==> src/rtl/tx_drain_if.sv <==
// FIFO-side and transmitter-side signal bundle of tx_drain_scheduler.
// master drives the FIFO view and tx_ready; slave is the scheduler.
interface tx_drain_if #(
  parameter int LG_FIFO_DEPTH = 12
);
  logic [7:0]             fifo_data;
  logic                   fifo_empty;
  logic [LG_FIFO_DEPTH:0] fifo_space_free;
  logic                   fifo_rdreq;
  logic [7:0]             tx_data;
  logic                   tx_valid;
  logic                   tx_ready;
  logic                   busy;
  logic                   burst_done;

  modport master (
    output fifo_data, fifo_empty, fifo_space_free, tx_ready,
    input  fifo_rdreq, tx_data, tx_valid, busy, burst_done
  );

  modport slave (
    input  fifo_data, fifo_empty, fifo_space_free, tx_ready,
    output fifo_rdreq, tx_data, tx_valid, busy, burst_done
  );
endinterface

==> src/rtl/tx_drain_scheduler.sv <==
// Drains a show-ahead byte FIFO toward a transmitter in bounded bursts.
// Define TX_DRAIN_TIMEOUT_EN to flush a partially filled FIFO after an idle timeout.
module tx_drain_scheduler #(
  parameter int LG_FIFO_DEPTH  = 12,
  parameter int THRESHOLD      = 16,
  parameter int BURST_MAX      = 64,
  parameter int TIMEOUT_CYCLES = 1000
) (
  input  logic      clk,
  input  logic      rst,
  tx_drain_if.slave bus
);
  localparam int LW = LG_FIFO_DEPTH + 1;
  localparam logic [LW-1:0] DEPTH = {1'b1, {LG_FIFO_DEPTH{1'b0}}};
  localparam logic [LW-1:0] THR   = LW'(THRESHOLD);
  localparam logic [LW-1:0] BMAX  = LW'(BURST_MAX);

  localparam logic [1:0] S_IDLE  = 2'd0;
  localparam logic [1:0] S_BURST = 2'd1;
  localparam logic [1:0] S_GAP   = 2'd2;

  logic [1:0]    state_q, state_d;
  logic [LW-1:0] burst_cnt_q, burst_cnt_d;
  logic [7:0]    tx_data_q, tx_data_d;
  logic          tx_valid_q, tx_valid_d;
  logic [LW-1:0] level;
  logic          load_slot, burst_end, trigger;

  // Full LW-bit subtraction so a completely full FIFO reads as DEPTH, not zero.
  assign level = DEPTH - bus.fifo_space_free;

`ifdef TX_DRAIN_TIMEOUT_EN
  localparam int TW = (TIMEOUT_CYCLES > 1) ? $clog2(TIMEOUT_CYCLES) : 1;
  localparam logic [TW-1:0] TO_LAST = TW'(TIMEOUT_CYCLES - 1);

  logic [TW-1:0] to_cnt_q, to_cnt_d;
  logic          lvl_partial, to_hit;

  assign lvl_partial = (level != '0) && (level < THR);
  assign to_hit      = lvl_partial && (to_cnt_q == TO_LAST);

  always_comb begin
    to_cnt_d = '0;
    if ((state_q == S_IDLE) && lvl_partial && !to_hit)
      to_cnt_d = to_cnt_q + TW'(1);
  end

  always_ff @(posedge clk) begin
    if (rst) to_cnt_q <= '0;
    else     to_cnt_q <= to_cnt_d;
  end

  assign trigger = (level >= THR) || to_hit;
`else
  assign trigger = (level >= THR);
`endif

  assign load_slot = (state_q == S_BURST) && (!tx_valid_q || bus.tx_ready) &&
                     !bus.fifo_empty && (burst_cnt_q < BMAX);
  // Leave BURST only once nothing more can load and the held byte is gone.
  assign burst_end = ((burst_cnt_q == BMAX) || bus.fifo_empty) &&
                     (!tx_valid_q || bus.tx_ready);

  always_comb begin
    state_d     = state_q;
    burst_cnt_d = burst_cnt_q;
    tx_data_d   = tx_data_q;
    tx_valid_d  = tx_valid_q;
    if (load_slot) begin
      tx_data_d   = bus.fifo_data;
      tx_valid_d  = 1'b1;
      burst_cnt_d = burst_cnt_q + LW'(1);
    end else if (bus.tx_ready) begin
      tx_valid_d = 1'b0;
    end
    case (state_q)
      S_IDLE:  if (trigger) state_d = S_BURST;
      S_BURST: if (burst_end) state_d = S_GAP;
      S_GAP: begin
        state_d     = S_IDLE;
        burst_cnt_d = '0;
      end
      default: state_d = S_IDLE;
    endcase
  end

  always_ff @(posedge clk) begin
    if (rst) begin
      state_q     <= S_IDLE;
      burst_cnt_q <= '0;
      tx_data_q   <= '0;
      tx_valid_q  <= 1'b0;
    end else begin
      state_q     <= state_d;
      burst_cnt_q <= burst_cnt_d;
      tx_data_q   <= tx_data_d;
      tx_valid_q  <= tx_valid_d;
    end
  end

  assign bus.fifo_rdreq = load_slot && !rst;
  assign bus.tx_data    = tx_data_q;
  assign bus.tx_valid   = tx_valid_q;
  assign bus.busy       = (state_q != S_IDLE);
  assign bus.burst_done = (state_q == S_GAP);
endmodule

==> src/flat_wrapper.sv <==
// flat-port wrapper written by rule: the top's interface ports become plain ports
module tx_drain_scheduler_flat 
#(
  parameter int LG_FIFO_DEPTH  = 12,
  parameter int THRESHOLD      = 16,
  parameter int BURST_MAX      = 64,
  parameter int TIMEOUT_CYCLES = 1000
)
  (clk, rst, bus_fifo_data, bus_fifo_empty, bus_fifo_space_free, bus_tx_ready, bus_fifo_rdreq, bus_tx_data, bus_tx_valid, bus_busy, bus_burst_done);
  tx_drain_if #(.LG_FIFO_DEPTH(LG_FIFO_DEPTH)) bus_i ();
  input  logic clk;
  input  logic rst;
  input wire logic [$bits(bus_i.fifo_data)-1:0] bus_fifo_data;
  input wire logic [$bits(bus_i.fifo_empty)-1:0] bus_fifo_empty;
  input wire logic [$bits(bus_i.fifo_space_free)-1:0] bus_fifo_space_free;
  input wire logic [$bits(bus_i.tx_ready)-1:0] bus_tx_ready;
  output wire logic [$bits(bus_i.fifo_rdreq)-1:0] bus_fifo_rdreq;
  output wire logic [$bits(bus_i.tx_data)-1:0] bus_tx_data;
  output wire logic [$bits(bus_i.tx_valid)-1:0] bus_tx_valid;
  output wire logic [$bits(bus_i.busy)-1:0] bus_busy;
  output wire logic [$bits(bus_i.burst_done)-1:0] bus_burst_done;
  assign bus_i.fifo_data = bus_fifo_data;
  assign bus_i.fifo_empty = bus_fifo_empty;
  assign bus_i.fifo_space_free = bus_fifo_space_free;
  assign bus_i.tx_ready = bus_tx_ready;
  assign bus_fifo_rdreq = bus_i.fifo_rdreq;
  assign bus_tx_data = bus_i.tx_data;
  assign bus_tx_valid = bus_i.tx_valid;
  assign bus_busy = bus_i.busy;
  assign bus_burst_done = bus_i.burst_done;
  tx_drain_scheduler #(.LG_FIFO_DEPTH(LG_FIFO_DEPTH), .THRESHOLD(THRESHOLD), .BURST_MAX(BURST_MAX), .TIMEOUT_CYCLES(TIMEOUT_CYCLES)) u_core (.clk(clk), .rst(rst), .bus(bus_i));
endmodule
==> config.mk <==
export PLATFORM = sky130hd
export DESIGN_NAME = tx_drain_scheduler_flat
export DESIGN_NICKNAME = d
export VERILOG_FILES = /design/src/rtl/tx_drain_if.sv /design/src/rtl/tx_drain_scheduler.sv /design/src/flat_wrapper.sv
export SDC_FILE = /design/constraint.sdc
export NUM_CORES = 1
export LEC_CHECK = 0
export ABC_AREA = 1
export BUFFER_PORTS_ARGS = -buffer_cell sky130_fd_sc_hd__buf_2
export CAP_MARGIN = 10
export CORE_MARGIN = 3
export CORE_UTILIZATION = 45
export CTS_CLUSTER_DIAMETER = 50
export DETAILED_ROUTE_END_ITERATION = 8
export GPL_TIMING_DRIVEN = 0
export PLACE_DENSITY = 0.8
export RECOVER_POWER = 50
export SLEW_MARGIN = 20
export SYNTH_ARGS = -nofsm -noshare
export SYNTH_HDL_FRONTEND = slang
export SYNTH_SLANG_ARGS = --single-unit
==> constraint.sdc <==
create_clock -name clk -period 1.9 [get_ports clk]
set_input_delay 0.57 -clock clk [delete_from_list [all_inputs] [get_ports clk]]
set_output_delay 0.57 -clock clk [all_outputs]
set_load 0.01 [all_outputs]
# Yosys cells after proc, flatten, opt, wreduce, memory -nomap -nowiden

Cells that the tools add are included.

Output and inout port bits: 12
Word-level logic and storage cells: 33
Flip-flop bits (word level): 24
Input bits: 25

Order comparisons: 2
Mux-type cells: 5
$add $sub $neg: 2
Equality and inequality tests: 5
Reduce and logical (&&, ||, !) cells: 15

Operators by type and width:

| cell                     | count |
|---|---|
| $add A13 B1 Y13 const B  | 1 |
| $eq A13 B7 Y1 const B    | 1 |
| $ge A13 B5 Y1 const B    | 1 |
| $lt A13 B7 Y1 const B    | 1 |
| $sub A13 B13 Y13 const A | 1 |
| $logic_and A1 B1 Y1      | 5 |
| $mux W2                  | 2 |
| $ne A2 B1 Y1 const B     | 2 |
| $pmux W2 S2              | 1 |
| $reduce_bool A2 Y1       | 2 |
| $logic_not A1 Y1         | 3 |
| $eq A2 B1 Y1 const B     | 1 |
| $eq A2 B2 Y1 const B     | 1 |
| $logic_not A2 Y1         | 1 |
| $logic_or A1 B1 Y1       | 2 |
| $mux W1                  | 2 |
| $reduce_and A2 Y1        | 1 |
| $reduce_or A2 Y1         | 1 |

# Logic depth before layout (Yosys ltp)

Word-level depth: 6
Depth in mapped cells: 10
Depth with buffers taken out: 10

# Worst setup path before layout

No wires, ideal clock.

Path type: input-to-output
Start point: input bus_fifo_empty
End point: output bus_fifo_rdreq
Arrival time: 1.233 ns
Data required time: 1.330 ns
Stages on the path: 6
Path buffers: 1
Setup slack: 0.097 ns
Cells stage by stage: inv_1 nand3_2 nor2_4 nand2_4 buf_2 nor2_1

Word-level cells in the longest chain between the ends: 4

Ends and longest elaborated chain:

| element             | line                      | source |
|---|---|---|
| start, declared     | flat_wrapper.sv:14        | `input wire logic [$bits(bus_i.fifo_empty)-1:0] bus_fifo_empty;` |
| $logic_not A1 Y1    | tx_drain_scheduler.sv:59  | `!bus.fifo_empty && (burst_cnt_q < BMAX);` |
| $logic_and A1 B1 Y1 | tx_drain_scheduler.sv:58  | `assign load_slot = (state_q == S_BURST) && (!tx_valid_q \|\| bus.tx_ready) &&` |
| $logic_and A1 B1 Y1 | tx_drain_scheduler.sv:59  |  |
| $logic_and A1 B1 Y1 | tx_drain_scheduler.sv:101 | `assign bus.fifo_rdreq = load_slot && !rst;` |
| end, declared       | flat_wrapper.sv:17        | `output wire logic [$bits(bus_i.fifo_rdreq)-1:0] bus_fifo_rdreq;` |

No other way between the ends.

# Final worst setup path

Start point: register u_core.state_q[1]
End point: output bus_fifo_rdreq

Word-level cells in the longest chain between the ends: 5

Ends and longest elaborated chain:

| element                          | line                      | source |
|---|---|---|
| start, declared                  | tx_drain_scheduler.sv:22  | `logic [1:0] state_q, state_d;` |
| start signal, assigned           | tx_drain_scheduler.sv:94  | `state_q <= state_d;` |
| $eq A2 B1 Y1                     | tx_drain_scheduler.sv:58  |  |
| $logic_and A1 B1 Y1 (2 in a row) | tx_drain_scheduler.sv:58  |  |
| $logic_and A1 B1 Y1              | tx_drain_scheduler.sv:59  |  |
| $logic_and A1 B1 Y1              | tx_drain_scheduler.sv:101 |  |

No other way between the ends.

==> metrics.csv <==
metric,value,unit
outcome,"complete, no violations",
synth_edf_count,0,
layout_min_cycle_time,1.889,ns
layout-area-overhead-vs-synth,25.26,%
synthesized_flop_and_latch_total,24,
pwr-share-clk,0.288,
synth-adder-area-share,0.02265,
stdcell_area,0.001384,sq mm
leading_post_synthesis_cells_by_instance_count,"nand2_1, dfxtp_1, inv_1",
dominant_combinational_cell_family_by_area_after_synthesis,simple AND/OR/NAND/NOR gates,
yosysSeqAreaShare,0.4349,
path_delay_family,simple AND/OR/NAND/NOR gates,
die-height,55.55,um
grt_pass1_vias,1137,
total_detailed_routing_wirelength,2428,um
cell_chain_critical_path,inv_2 -> nand2_2 -> inv_2 -> nand3_4 -> nor2_4 -> nand2_4 -> nor2_1 -> buf_2,
synth-compound-area-share,0.1133,
final_max_slew_viol_count,0,
fillerInstances,204,
synthMuxAreaShare,0,
path_max_fanout,2,
final_nets,228,
clk_transition_reported_paths,0.13,ns
clk_path_buf_depth,2,
setup.worst_path.class,reg -> out,
htree_num_levels,1,
final.setup_skew,0.002258,ns
worstPathArrival,1.32,ns
power_dens_cells,690.1,mW/mm^2
leakage,0.6338,nW
route.detailed.drc,0,
grt_setup_unrepaired,yes,
critPathRequiredTime,1.33,ns
fp.dieW,55.55,um
hpwlAfterDp,1947,um
total_power,0.0009549,W
antenna_cells,0,
synth_nets,185,
critical_path.max_stage_delay,0.35,ns
synth_ff_type,dfxtp_1,
groute.usage.overall,0.1804,
die_footprint,0.003086,sq mm
grt_antenna_before_repair,0,
std_cell_rows,17,
seq_power_share,0.557,
clk_latency,0.32,ns
intPower,0.0007010,W
initial_core_util,0.4854,
critPathBufInv,3,
netlist_top_cells_area,"dfxtp_1, nand2_1, inv_1",
io_pins,37,
timing.fmax,0.5293,GHz
final_weighted_congestion_in_routability_driven_placement,0.7253,
yosysTopAreaCellShare,0.4349,
number_of_buffers_inserted_during_clock_tree_synthesis,3,
register_area,483.0,sq um
most_used_standard_cell_by_instance_count_after_synthesis,nand2_1,
layout.cells.non_filler,228,
grt.overflow.total,0,
startpoint_type,flip-flop,
syn-instance-count,158,
utilization,0.6080,
total_placed_cells_including_tap_cells,222,
nature_of_the_critical_path_endpoint,output pin,
post_drt_via_cell_ratio,4.846,
finalSetupViolations,0,
core,0.002276,sq mm
synth_warnings,0,
ant_nets,0,
synth-xor-area-share,0.01586,
place.port_buffers,36,
post_synth_num_cell_types,24,
cts_tree,built,
relSlewSlack,0.7110,
root_buffer,clkbuf_4,
grt_start_max_net_pins,18,
hold_class,in -> reg,
detailroute.via_count,1105,
multi_input_area,513.0,sq um
switching_power,0.0002539,W
initialDrtViolationCount,16,
cp_common_cell,inv_2,
hold_slack,0.4319,ns
ctsHoldBuffers,0,
crit_path_slowest_cell,dfxtp_2,
avgSynthCellArea,6.992,sq um
vdd.ir_drop.worst,0.5171,mV
synthDominantAreaCellType,dfxtp_1,
grt_first_pass_wirelength,4616,um
syn_area,0.001105,sq mm
comb_power_share,0.154,
tightest_slew,0.4336,ns
first_pass_iters,4,
netSwitchingFraction,0.2659,
ys_async_sr_fraction,0,
layout-drive-gt1-share,0.2700,
post_synth_and_or_nand_nor_area_fraction,0.3058,
detailed_place.area,0.001320,sq mm
routed_wire_length_per_instance,10.65,um
final.period_utilization,0.9944,
clkSinkCount,24,
final_hold_viol_count,0,
maxCapViolations,0,
power groups by stage:
stage | Sequential (W) | Combinational (W) | Clock, W
5_1_grt | 0.000535 | 0.000172 | 0.000305
3_5_place_dp | 0.000542 | 0.000144 | 0
4_1_cts | 0.000532 | 0.000146 | 0.000275
2_1_floorplan | 0.000546 | 0.0000795 | 0
3_3_place_gp | 0.000541 | 0.000138 | 0
6_report | 0.000532 | 0.000148 | 0.000275
routing by layer:
layer,up-vias,wire [um],GRT usage,share of wire
li1,572,-,-,-
met1,500,1103,0.2370,0.45
met2,28,1175,0.3024,0.48
met3,5,113,0.02804,0.047
met5,-,0,0,0
met4,0,36,0.05556,0.015
cell type report:
type                    count  share of cell area
well taps                  28             0.02532
plain buffers               2             0.01085
flip-flops and latches     24              0.3490
multi-input cells         105              0.3707
repair buffers             39              0.1465
clock buffers               4             0.02622
inverters                  26             0.07143
path summary, 6_finish.rpt:
kind	start	endpoint	slack, ns	cells after the start
worst max register to register	u_core.state_q[1]	u_core.bus.tx_data[6]	0.43	11
worst min-delay path	rst	u_core.bus.tx_data[7]	0.43	2
worst max-delay path	u_core.state_q[1]	bus_fifo_rdreq	0.01	8
worst min register to register	u_core.burst_cnt_q[12]	u_core.burst_cnt_q[12]	0.46	2
layout by cell type (no fill, tap or decap), drive strengths merged, types with 2 or more instances in the layout:
| cell type | n |
|---|---|
| a21oi | 17 |
| dfxtp | 24 |
| nand2 | 42 |
| nand4 | 3 |
| xor2 | 2 |
| buf | 40 |
| inv | 24 |
| clkbuf | 5 |
| o21bai | 2 |
| clkinv | 2 |
| nor3 | 3 |
| o21ai | 5 |
| nand3 | 5 |
| ha | 2 |
| nor2 | 23 |
flip-flops by register name (all words and copies together) (netlist names):
name and flops:
u_core.burst_cnt_q 13, u_core.bus.tx_valid 1, u_core.bus.tx_data 8, u_core.state_q 2
stage by stage:
step	worst slack [ns]	TNS, ns
2_1_floorplan	0.09657	0
3_3_place_gp	-0.1321	-0.1321
5_1_grt	-0.07323	-0.07323
6_report	0.01072	0
4_1_cts	0.01131	0
3_5_place_dp	-0.1809	-0.1809
cells by family (layout without fill, tap and decap cells):
kind of cell	after synthesis	after routing
AOI/OAI and AO/OA	24	24
xor gates and xnor gates	2	2
adders and majority gates	2	2
buffers and inverters	29	71
DFF	24	24
and+or+nand+nor	77	77
worst register-to-register path: cells and delay by family (launching register included):
kind / cells / cell delay, ns
buffers and inverters: 5 / 0.56
and+or+nand+nor: 5 / 0.37
DFF: 1 / 0.35
AOI/OAI and AO/OA: 1 / 0.13
timing repair:
action / CTS / global route
gates cloned: 0 / 0
resized for setup: 3 / 1
buffers inserted: 2 / 1
setup endpoints to repair: 1 / 1
pin swaps: 2 / 1
endpoints found under the hold margin: 0 / 0
Note: power is estimated with default switching activity, not from simulation.
